--- config.mk ---
export PLATFORM = sky130hd
export DESIGN_NAME = button_event_gen
export DESIGN_NICKNAME = d
export VERILOG_FILES = /design/src/rtl/button_event_gen.sv
export SDC_FILE = /design/constraint.sdc
export NUM_CORES = 1
export LEC_CHECK = 0
export ABC_AREA = 0
export BUFFER_PORTS_ARGS = -buffer_cell sky130_fd_sc_hd__buf_2
export CAP_MARGIN = 10
export CORE_UTILIZATION = 31
export DETAILED_ROUTE_END_ITERATION = 16
export GPL_TIMING_DRIVEN = 0
export PLACE_DENSITY = 0.56
export SYNTH_ARGS = -nofsm -noshare
export SYNTH_HDL_FRONTEND = slang
export SYNTH_SLANG_ARGS = --single-unit
--- constraint.sdc ---
create_clock -name i_Clk -period 2.55 [get_ports i_Clk]
set_clock_uncertainty 0.15 [all_clocks]
set_input_delay 0.1275 -clock i_Clk [delete_from_list [all_inputs] [get_ports i_Clk]]
set_output_delay 0.1275 -clock i_Clk [all_outputs]
set_load 0.01 [all_outputs]
--- src/rtl/button_event_gen.sv ---
// Converts a debounced button level into one-cycle press, release, long-press and
// auto-repeat pulses. It also produces a held level and a wrapping press counter.
module button_event_gen #(
  parameter int LONG_LIMIT    = 12500000,
  parameter int REPEAT_PERIOD = 2500000,
  parameter bit REPEAT_EN     = 1'b1,
  parameter int CNT_W         = 25
) (
  input  logic       i_Clk,
  input  logic       i_Rst,
  input  logic       i_Switch,
  output logic       o_Press,
  output logic       o_Release,
  output logic       o_Long,
  output logic       o_Repeat,
  output logic       o_Held,
  output logic [7:0] o_PressCount
);

  typedef enum logic [1:0] {
    WAIT_REL,
    IDLE,
    PRESSED,
    LONG
  } state_t;

  // The *_LAST constants fire on the edge where the count reaches its limit.
  // The *_MAX constants are the saturation values the counters park at.
  localparam logic [CNT_W-1:0] LONG_LAST = CNT_W'(LONG_LIMIT - 1);
  localparam logic [CNT_W-1:0] LONG_MAX  = CNT_W'(LONG_LIMIT);
  localparam logic [CNT_W-1:0] REP_LAST  = CNT_W'(REPEAT_PERIOD - 1);
  localparam logic [CNT_W-1:0] REP_MAX   = CNT_W'(REPEAT_PERIOD);

  state_t           state;
  state_t           state_next;
  logic [CNT_W-1:0] hold_cnt;
  logic [CNT_W-1:0] hold_cnt_next;
  logic [CNT_W-1:0] rep_cnt;
  logic [CNT_W-1:0] rep_cnt_next;
  logic             press_next;
  logic             release_next;
  logic             long_next;
  logic             repeat_next;
  logic             held_next;
  logic [7:0]       press_count_next;

  always_ff @(posedge i_Clk or posedge i_Rst) begin
    if (i_Rst) begin
      state        <= WAIT_REL;
      hold_cnt     <= '0;
      rep_cnt      <= '0;
      o_Press      <= 1'b0;
      o_Release    <= 1'b0;
      o_Long       <= 1'b0;
      o_Repeat     <= 1'b0;
      o_Held       <= 1'b0;
      o_PressCount <= 8'd0;
    end else begin
      state        <= state_next;
      hold_cnt     <= hold_cnt_next;
      rep_cnt      <= rep_cnt_next;
      o_Press      <= press_next;
      o_Release    <= release_next;
      o_Long       <= long_next;
      o_Repeat     <= repeat_next;
      o_Held       <= held_next;
      o_PressCount <= press_count_next;
    end
  end

  // Release is tested before any threshold, so it wins a tie with long or repeat.
  always_comb begin
    state_next       = state;
    hold_cnt_next    = hold_cnt;
    rep_cnt_next     = rep_cnt;
    press_next       = 1'b0;
    release_next     = 1'b0;
    long_next        = 1'b0;
    repeat_next      = 1'b0;
    press_count_next = o_PressCount;

    case (state)
      WAIT_REL: begin
        if (!i_Switch) begin
          state_next = IDLE;
        end
      end

      IDLE: begin
        if (i_Switch) begin
          state_next       = PRESSED;
          press_next       = 1'b1;
          press_count_next = o_PressCount + 8'd1;
          hold_cnt_next    = '0;
        end
      end

      PRESSED: begin
        if (!i_Switch) begin
          state_next   = IDLE;
          release_next = 1'b1;
        end else if (hold_cnt == LONG_LAST) begin
          state_next    = LONG;
          long_next     = 1'b1;
          hold_cnt_next = LONG_MAX;
          rep_cnt_next  = '0;
        end else begin
          hold_cnt_next = hold_cnt + 1'b1;
        end
      end

      LONG: begin
        if (!i_Switch) begin
          state_next   = IDLE;
          release_next = 1'b1;
        end else if (rep_cnt == REP_LAST) begin
          if (REPEAT_EN) begin
            repeat_next  = 1'b1;
            rep_cnt_next = '0;
          end else begin
            rep_cnt_next = REP_MAX;
          end
        end else if (rep_cnt != REP_MAX) begin
          rep_cnt_next = rep_cnt + 1'b1;
        end
      end

      default: begin
        state_next = WAIT_REL;
      end
    endcase

    held_next = (state_next == PRESSED) || (state_next == LONG);
  end

endmodule

==> results.json <==
{
  "outcome": "completed",
  "drt_iter0_markers": 253,
  "most-common-layout-cells": "dfrtp_1 (62), nor2_1 (38), nand2_1 (33)",
  "synth_edf_count": 0,
  "clock-sinks": 64,
  "vias_per_cell": 5.63,
  "ys_ff_latch": 64,
  "rows": 40,
  "fmax_mhz": 412,
  "grt_pass1_vias": 3211,
  "avgRoutedWirePerCell_um": 15.9,
  "worst_slew_pin_slew_ns": 0.790,
  "power.leakage_nw": 1.85,
  "synth_flop_cell": "dfrtp_1",
  "ant_nets": 0,
  "htreeDepth": 3,
  "synth_nets": 418,
  "crit_arrival_ns": 2.49,
  "cts_tree": "built",
  "syn_to_final_growth_pct": 18.2,
  "async_reset_ff_share_pct": 100,
  "p_per_area_nw_per_um2": 757,
  "drive_gt1_share_pct": 18.8,
  "portBuffers": 14,
  "clk_pin_slew_worst_paths_ns": 0.06,
  "vias": 3337,
  "criticalPathCategory": "reg -> reg",
  "dpl_cell_area_um2": 4090,
  "finalCriticalPeriod_ns": 2.43,
  "dieHeight_um": 113,
  "synth_warnings": 0,
  "fp.dieW_um": 113,
  "relSlewSlack_pct": 47.3,
  "start_util_pct": 31.9,
  "final_max_slew_viol_count": 0,
  "worstSetupStartpointType": "flip-flop",
  "dr.pass1.iters": 5,
  "finalCritPeriodShare_pct": 95.2,
  "final_common_cell": "dfrtp_1",
  "dieArea_um2": 12800,
  "clkLatencyLatePin_ns": 0.34,
  "final-setup-viol-count": 0,
  "rsz0062_at_grt": "false",
  "root_buffer": "clkbuf_16",
  "wirelength_um": 9430,
  "pin_count": 16,
  "drc_errors": 0,
  "synthCells": 408,
  "antennaDiodeCount": 0,
  "cp-end-kind": "flip-flop",
  "hold_path_class": "reg -> reg",
  "syn_avg_cell_area_um2": 9.39,
  "ys_seq_area_share_pct": 41.8,
  "finalPower_mw": 3.43,
  "finalHoldViolations": 0,
  "clockBufferDepth": 2,
  "top_regs": "hold_cnt: 25 flops, rep_cnt: 25 flops, o_PressCount: 8 flops",
  "grt_max_degree": 65,
  "dp_hpwl_um": 6420,
  "grt_util_all_layers_pct": 15.8,
  "synthDistinctLibCells": 61,
  "post-route-util_pct": 37.7,
  "final_cell_area_um2": 4530,
  "worst-path-max-fanout": 5,
  "synth_area_um2": 3830,
  "nets": 451,
  "crit_required_ns": 2.61,
  "ir_worst_vdd_v": 0.000292,
  "grt_pass1_wl_um": 16000,
  "cts_made_buffers": 9,
  "place_congestion": 0.819,
  "drv_cap": 0,
  "antenna_found_initial": 0,
  "gr-total-overflow": 0,
  "coreArea_um2": 12000
}
-- final timing paths --
check,start,to,slack [ns],depth (start not counted)
max in group asynchronous,i_Rst,hold_cnt[0],1.34,3
setup reg to reg,rep_cnt[14],rep_cnt[9],0.12,6
min in group asynchronous,i_Rst,o_Release,0.35,3
setup / recovery,rep_cnt[14],rep_cnt[9],0.12,6
hold reg to reg,o_PressCount[7],o_PressCount[7],0.31,1
hold / removal,o_PressCount[7],o_PressCount[7],0.31,1
-- power by group --
part           switching, mW  internal (mW)  total, mW
combinational          0.429          0.303      0.732
clock                  0.486          0.857       1.34
sequential             0.189           1.16       1.35
-- final cells by class --
class	instances	area [um2]
fillers	1186	7490
multi-input cells	304	2060
flip-flops and latches	64	1600
clock buffers	9	225
well taps	147	184
plain buffers	23	158
repair buffers	22	135
clock inverters	7	95.1
inverters	17	66.3
-- cells by family after synthesis --
| group | after synthesis | synth area share, % |
|---|---|---|
| fa+ha+maj | 7 | 2.29 |
| compound gates | 95 | 18.5 |
| simple gates | 184 | 27.7 |
| flops | 64 | 41.8 |
| xor+xnor | 18 | 4.12 |
| buf+inv | 40 | 5.55 |
-- repair_timing --
item | in CTS | in global routing
setup buffers | 0 | 6
hold endpoints to repair | 67 | 0
gates resized for setup | 0 | 16
pin swaps | 1 | 4
endpoints found under the setup margin | 1 | 28
hold buffers | 2 | 0
-- cells in the mapped netlist (2+ instances only) --
master	instances	share of area [%]
a22o_1	12	2.7
a211o_1	6	1.4
clkbuf_1	6	0.59
nand2b_1	2	0.33
a32o_1	2	0.52
nand3_1	21	2.7
dfrtp_1	64	42
o22ai_1	6	0.98
buf_4	4	0.78
or4_1	2	0.39
nand4_1	23	3.8
nor4_2	2	0.65
o31ai_1	5	0.98
a211oi_1	8	1.6
o221a_2	3	0.88
and4bb_2	2	0.65
nor4_1	5	0.82
o211ai_1	10	2.0
a21oi_1	11	1.4
nor2b_1	4	0.65
o21ai_0	18	2.4
nand2_1	33	3.2
ha_1	7	2.3
xor2_1	4	0.91
nor3_2	2	0.52
nor3_1	15	2.0
or3_1	3	0.49
nor2_1	38	3.7
inv_1	17	1.7
and3_1	6	0.98
and4_1	7	1.6
buf_2	8	1.0
and2_1	2	0.33
o2bb2ai_1	3	0.69
or2_2	4	0.65
nor4bb_1	3	0.78
clkbuf_8	3	1.1
xnor2_1	14	3.2
-- metrics by stage --
stage                     hold WS [ns]  cells  TNS, ns  setup WS, ns
after floorplan                  0.183    408        0         0.326
after global placement           0.216    569   -14.72        -0.234
after detailed placement         0.203    569        0        0.0182
after CTS                        0.320    587        0        0.0591
after global routing             0.340    593        0        0.0201
final                            0.315    593        0         0.121
-- critical path, cell delays in order, from the launching register on --
cell	delay (ns)
dfrtp_1	0.44
nor4b_2	0.31
nand3_2	0.21
o41a_1	0.54
buf_4	0.18
a211o_1	0.24
a22o_1	0.23
-- layer usage --
metal  GRT usage [%]  up-vias  share of wire (%)
li1                -     1604                  -
met1            20.8     1617                 47
met2            25.2      103                 46
met3            4.34       13                5.5
met4            4.82        0                1.6
met5               0        -                  0
No activity file was read; power rests on OpenSTA's default activity.
